<file path="src/rtl/uart_pkg.sv">
// Shared UART receive types: FSM state encoding, legal prescale values, parity helper.
package uart_pkg;

  typedef enum logic [2:0] {
    IDLE   = 3'b000,
    START  = 3'b001,
    DATA   = 3'b011,
    PARITY = 3'b010,
    STOP   = 3'b110
  } rx_state_t;

  localparam int PRESCALE_8  = 8;
  localparam int PRESCALE_16 = 16;
  localparam int PRESCALE_32 = 32;

  // Zero-extension to 32 bits leaves the XOR reduction unchanged.
  function automatic logic calc_parity(input logic [31:0] data, input logic par_typ);
    return par_typ ? ^data : ~^data;
  endfunction

endpackage

</file>
<file path="src/rtl/uart_rx_sampler.sv">
// Per-bit edge counter and sample-point decode; decision at P/2, or P/2+1 with a 3-sample
// majority when UART_RX_MAJORITY_VOTE_EN is defined. No backpressure: free-running while i_run.
module uart_rx_sampler
  import uart_pkg::*;
#(
  parameter int PRESCALE_W = 6
) (
  input  logic                  clk,
  input  logic                  reset,
  input  logic                  i_run,
  input  logic                  i_rx,
  input  logic [PRESCALE_W-1:0] i_prescale,
  output logic                  bit_value,
  output logic                  bit_dec,
  output logic                  bit_done
);

  logic [PRESCALE_W-1:0] r_edge_cnt;
  logic [PRESCALE_W-1:0] w_half;
  logic [PRESCALE_W-1:0] w_last;

  assign w_half   = i_prescale >> 1;
  assign w_last   = i_prescale - PRESCALE_W'(1);
  assign bit_done = i_run && (r_edge_cnt == w_last);

  always_ff @(posedge clk or negedge reset) begin
    if (!reset) begin
      r_edge_cnt <= '0;
    end else if (!i_run || bit_done) begin
      r_edge_cnt <= '0;
    end else begin
      r_edge_cnt <= r_edge_cnt + PRESCALE_W'(1);
    end
  end

`ifdef UART_RX_MAJORITY_VOTE_EN
  // r_hist holds the samples from edge_cnt P/2-1 and P/2 when the decision lands at P/2+1.
  logic [1:0] r_hist;

  always_ff @(posedge clk or negedge reset) begin
    if (!reset) begin
      r_hist <= 2'b11;
    end else begin
      r_hist <= {r_hist[0], i_rx};
    end
  end

  assign bit_dec   = i_run && (r_edge_cnt == w_half + PRESCALE_W'(1));
  assign bit_value = (r_hist[1] & r_hist[0]) | (r_hist[1] & i_rx) | (r_hist[0] & i_rx);
`else
  assign bit_dec   = i_run && (r_edge_cnt == w_half);
  assign bit_value = i_rx;
`endif

endmodule

</file>
<file path="src/rtl/uart_rx.sv">
// UART receiver (optional UART_RX_MAJORITY_VOTE_EN); result pulses one cycle after the stop decision.
// No backpressure: DATA_VALID/PAR_ERR/STP_ERR are single-cycle pulses, P_DATA holds the last good byte.
module uart_rx
  import uart_pkg::*;
#(
  parameter int DATA_WIDTH = 8,
  parameter int PRESCALE_W = 6
) (
  input  logic                  clk,
  input  logic                  reset,
  input  logic                  RX_IN,
  input  logic [PRESCALE_W-1:0] PRESCALE,
  input  logic                  PAR_EN,
  input  logic                  PAR_TYP,
  output logic [DATA_WIDTH-1:0] P_DATA,
  output logic                  DATA_VALID,
  output logic                  PAR_ERR,
  output logic                  STP_ERR,
  output logic                  Busy
);

  localparam int CNT_W = (DATA_WIDTH > 1) ? $clog2(DATA_WIDTH) : 1;

  rx_state_t             r_state;
  rx_state_t             w_state_nxt;
  logic [PRESCALE_W-1:0] r_prescale;
  logic [PRESCALE_W-1:0] w_prescale_legal;
  logic                  r_par_en;
  logic                  r_par_typ;
  logic                  r_par_bad;
  logic [CNT_W-1:0]      r_bit_cnt;
  logic [DATA_WIDTH-1:0] r_shift;
  logic                  w_bit_value;
  logic                  w_bit_dec;
  logic                  w_bit_done;
  logic                  w_start;
  logic                  w_last_bit;
  logic                  w_frame_end;
  logic                  w_frame_ok;

  assign Busy       = (r_state != IDLE);
  assign w_start    = (r_state == IDLE) && !RX_IN;
  assign w_last_bit = (r_bit_cnt == CNT_W'(DATA_WIDTH - 1));
  assign w_frame_ok = w_bit_value && !r_par_bad;
  assign w_prescale_legal = (PRESCALE == PRESCALE_W'(PRESCALE_16) ||
                             PRESCALE == PRESCALE_W'(PRESCALE_32)) ? PRESCALE
                                                                   : PRESCALE_W'(PRESCALE_8);

  uart_rx_sampler #(
    .PRESCALE_W (PRESCALE_W)
  ) u_sampler (
    .clk        (clk),
    .reset      (reset),
    .i_run      (Busy),
    .i_rx       (RX_IN),
    .i_prescale (r_prescale),
    .bit_value  (w_bit_value),
    .bit_dec    (w_bit_dec),
    .bit_done   (w_bit_done)
  );

  always_ff @(posedge clk or negedge reset) begin
    if (!reset) begin
      r_state <= IDLE;
    end else begin
      r_state <= w_state_nxt;
    end
  end

  always_comb begin
    w_state_nxt = r_state;
    w_frame_end = 1'b0;
    case (r_state)
      IDLE:   if (!RX_IN) w_state_nxt = START;
      START: begin
        if (w_bit_dec && w_bit_value) begin
          w_state_nxt = IDLE;
        end else if (w_bit_done) begin
          w_state_nxt = DATA;
        end
      end
      DATA:   if (w_bit_done && w_last_bit) w_state_nxt = r_par_en ? PARITY : STOP;
      PARITY: if (w_bit_done) w_state_nxt = STOP;
      // Leave at the stop decision so a start bit right after the stop bit is not missed.
      STOP: begin
        if (w_bit_dec) begin
          w_state_nxt = IDLE;
          w_frame_end = 1'b1;
        end
      end
      default: w_state_nxt = IDLE;
    endcase
  end

  always_ff @(posedge clk or negedge reset) begin
    if (!reset) begin
      r_prescale <= PRESCALE_W'(PRESCALE_8);
      r_par_en   <= 1'b0;
      r_par_typ  <= 1'b0;
      r_par_bad  <= 1'b0;
      r_bit_cnt  <= '0;
      r_shift    <= '0;
      P_DATA     <= '0;
      DATA_VALID <= 1'b0;
      PAR_ERR    <= 1'b0;
      STP_ERR    <= 1'b0;
    end else begin
      if (w_start) begin
        r_prescale <= w_prescale_legal;
        r_par_en   <= PAR_EN;
        r_par_typ  <= PAR_TYP;
        r_par_bad  <= 1'b0;
        r_bit_cnt  <= '0;
      end
      if (r_state == DATA && w_bit_dec) begin
        r_shift <= {w_bit_value, r_shift[DATA_WIDTH-1:1]};
      end
      if (r_state == DATA && w_bit_done) begin
        r_bit_cnt <= w_last_bit ? '0 : r_bit_cnt + CNT_W'(1);
      end
      if (r_state == PARITY && w_bit_dec) begin
        r_par_bad <= (w_bit_value != calc_parity(32'(r_shift), r_par_typ));
      end
      DATA_VALID <= w_frame_end && w_frame_ok;
      PAR_ERR    <= w_frame_end && r_par_bad;
      STP_ERR    <= w_frame_end && !w_bit_value;
      if (w_frame_end && w_frame_ok) begin
        P_DATA <= r_shift;
      end
    end
  end

endmodule

</file>
<file path="config.mk">
export PLATFORM = sky130hd
export DESIGN_NAME = uart_rx
export DESIGN_NICKNAME = d
export VERILOG_FILES = /design/src/rtl/uart_pkg.sv /design/src/rtl/uart_rx_sampler.sv /design/src/rtl/uart_rx.sv
export SDC_FILE = /design/constraint.sdc
export NUM_CORES = 1
export LEC_CHECK = 0
export ABC_AREA = 1
export CORE_UTILIZATION = 45
export DETAILED_ROUTE_END_ITERATION = 16
export PLACE_DENSITY = 0.66
export RECOVER_POWER = 50
export SYNTH_ARGS = -nofsm -noshare
export SYNTH_HDL_FRONTEND = slang
export SYNTH_HIERARCHICAL = 1
export SYNTH_SLANG_ARGS = --single-unit
</file>
<file path="constraint.sdc">
create_clock -name clk -period 5 [get_ports clk]
set_clock_uncertainty 0.2 [all_clocks]
set_input_delay 0.75 -clock clk [delete_from_list [all_inputs] [get_ports clk]]
set_output_delay 0.75 -clock clk [all_outputs]
set_load 0.01 [all_outputs]
</file>
==> flow_metrics.env <==
export IMPL_finalCriticalPeriod_ns=2.96
export IMPL_area_growth_pct=15.1
export IMPL_drive_gt1_frac=0.126
export IMPL_gp_congestion=0.809
export IMPL_maxSlewHeadroom=-0.436
export IMPL_final_setup_viol_count=0
export IMPL_rows=25
export IMPL_cts_inserted_buffers=5
export IMPL_wl_per_cell_um=11.0
export IMPL_clkLatencyLatePin_ns=0.29
export IMPL_status="finished, violations left"
export IMPL_dieWidth_um=72.3
export IMPL_post_dp_hpwl_um=2980
export IMPL_avgSynthCellArea_um2=8.09
export IMPL_grt_first_pass_wirelength_um=7410
export IMPL_vias=1712
export IMPL_syn_area_um2=2220
export IMPL_clk_pin_slew_ns=0.07
export IMPL_hold_path_class="register to register"
export IMPL_synth_seq_cells=40
export IMPL_post_cts_setup_buffer_count=0
export IMPL_grt_pass1_vias=1648
export IMPL_die_area_um2=5230
export IMPL_track_usage=0.184
export IMPL_drt_iter0_drc=91
export IMPL_regArea_um2=1000
export IMPL_period_share=0.593
export IMPL_fmax_ghz=0.337
export IMPL_cts_buffer_depth=2
export IMPL_fin_nets=315
export IMPL_violations="capacitance limit, slew limit"
export IMPL_antenna_found_initial=0
export IMPL_total_power_w=0.00109
export IMPL_syn_instance_count=275
export IMPL_cts_sinks=40
export IMPL_grt_overflow_total=0
export IMPL_grt_max_degree=41
export IMPL_dr_wl_met3_um=113
export IMPL_irDropWorstVdd_v=0.000237
export IMPL_yosys_warnings=6
export IMPL_wirelength_um=4050
export IMPL_grt_setup_unrepaired="false"
export IMPL_worst_slew_pin_transition_ns=2.15
export IMPL_met2_length_um=1780
export IMPL_synth_cell_types=32
export IMPL_cp_max_fo=7
export IMPL_p_leak_nw=1.31
export IMPL_holdBufCountCts=0
export IMPL_drt_pre_antenna_iters=4
export IMPL_ctsRootBufferMaster="clkbuf_8"
export IMPL_antenna_left=0
export IMPL_drv_cap=1
export IMPL_synth_fp_nets=290
export IMPL_htreeDepth=2
export IMPL_multiInputGateArea_um2=1010
export IMPL_powerDensity_nw_per_um2=428
export IMPL_core_um2=4720
export IMPL_floorplan_initialDensity=0.471
export IMPL_final_common_cell="nand2_1"
export IMPL_endpoint_kind="register"
export IMPL_cts_tree="built"
export IMPL_cp_start_kind="register"
export IMPL_antenna_cells=0
export IMPL_slew_violations=41
export IMPL_dieHeight_um=72.3
export IMPL_m1WireLength_um=2090
export IMPL_drcViolationCount=0
export IMPL_vias_per_cell=4.65
export IMPL_critical_path_class="register to register"
export IMPL_required_ns=4.98
export IMPL_arrival_ns=2.94
export IMPL_highest_layer="met4"
export IMPL_io_buffers=22
export IMPL_hold_viol=0
export IMPL_ys_seq_area_frac=0.451
export IMPL_final_cell_mix="nand2_1, dfrtp_1, inv_1"
export IMPL_num_io_pins=23
export IMPL_tns_ns=0
export IMPL_num_fill_cells=442
export IMPL_cts_resized=0
sequential cells by signal, indices dropped and copies added, names as in the netlist:
signal and flops:
STP_ERR 1, P_DATA 8, r_par_bad 1, r_par_typ 1
r_par_en 1, r_state 3, r_prescale 6, u_sampler/r_edge_cnt 6
PAR_ERR 1, r_shift 8, DATA_VALID 1, r_bit_cnt 3
Yosys cell counts (all sizes together):
| master | count | area, µm² |
|---|---|---|
| o22ai | 1 | 6.26 |
| nor2 | 22 | 97.6 |
| xor2 | 6 | 52.6 |
| o21ai | 18 | 120 |
| nor4 | 1 | 6.26 |
| dfrtp | 39 | 976 |
| dfstp | 1 | 26.3 |
| xnor2 | 5 | 43.8 |
| ha | 4 | 50.1 |
| nor3 | 3 | 26.3 |
| o31ai | 2 | 15.0 |
| nand2 | 95 | 392 |
| buf | 4 | 41.3 |
| a211oi | 1 | 20.0 |
| nand3 | 25 | 135 |
| inv | 40 | 153 |
| nand4 | 3 | 18.8 |
| o21bai | 1 | 11.3 |
| mux2 | 1 | 15.0 |
| a21o | 1 | 7.51 |
| a21oi | 2 | 10.0 |
cell type report:
cell class	instances	area share
Multi-Input combinational cell	191	0.396
Clock inverter	2	0.00391
Clock buffer	6	0.0323
Sequential cell	40	0.391
Inverter	40	0.0596
Tap cell	67	0.0327
Timing Repair Buffer	22	0.0836
critical path: stages, from the launching register on:
cell	delay, ns
dfrtp_1	0.48
nor2_2	0.10
nand2_4	0.11
inv_1	0.06
nor2_1	0.08
nand4_1	0.08
nor4_1	0.95
nand2_2	0.18
nand3_1	0.18
inv_1	0.06
o21bai_2	0.19
nand2_2	0.08
nand2_1	0.06
nand2_1	0.05
kinds of logic after synthesis:
group / count (synthesis) / share of synthesized area
and+or+nand+nor: 149 / 0.304
buffers and inverters: 44 / 0.0872
DFF: 40 / 0.451
AOI/OAI and AO/OA: 26 / 0.0855
xor gates and xnor gates: 11 / 0.0433
adders and majority gates: 4 / 0.0225
muxes: 1 / 0.00675
layer usage:
metal / vias up / track usage
li1: 912 / -
met1: 779 / 0.252
met2: 14 / 0.277
met3: 7 / 0.0458
met4: 0 / 0.0828
met5: - / 0
power by group:
part / internal, W / switching [W]
logic: 0.000170 / 0.000254
clock network: 0.000110 / 0.000109
registers: 0.000384 / 0.0000682
through the flow:
stage	setup slack [ns]	cell area [µm²]	instances	util	hold slack, ns
2_1_floorplan	2.36	2220	275	-	0.242
3_3_place_gp	2.14	2480	360	0.525	0.261
3_5_place_dp	2.04	2480	360	0.525	0.262
4_1_cts	2.04	2570	368	0.545	0.280
5_1_grt	1.75	2560	368	0.542	0.303
6_report	2.04	2560	368	0.542	0.277
final timing paths:
path | startpoint | to | slack, ns | cells past startpoint
max reg2reg | r_state[1]$_DFFE_PN0P_ | r_state[1]$_DFFE_PN0P_ | 2.04 | 13
min in group asynchronous | reset | r_prescale[4]$_DFFE_PN0P_ | 0.88 | 1
min reg2reg | r_par_en$_DFFE_PN0P_ | r_par_en$_DFFE_PN0P_ | 0.28 | 2
max | r_state[1]$_DFFE_PN0P_ | r_state[1]$_DFFE_PN0P_ | 2.04 | 13
min | r_par_en$_DFFE_PN0P_ | r_par_en$_DFFE_PN0P_ | 0.28 | 2
max in group asynchronous | reset | PAR_ERR$_DFF_PN0_ | 2.49 | 1
(Power assumes the default switching activity.)
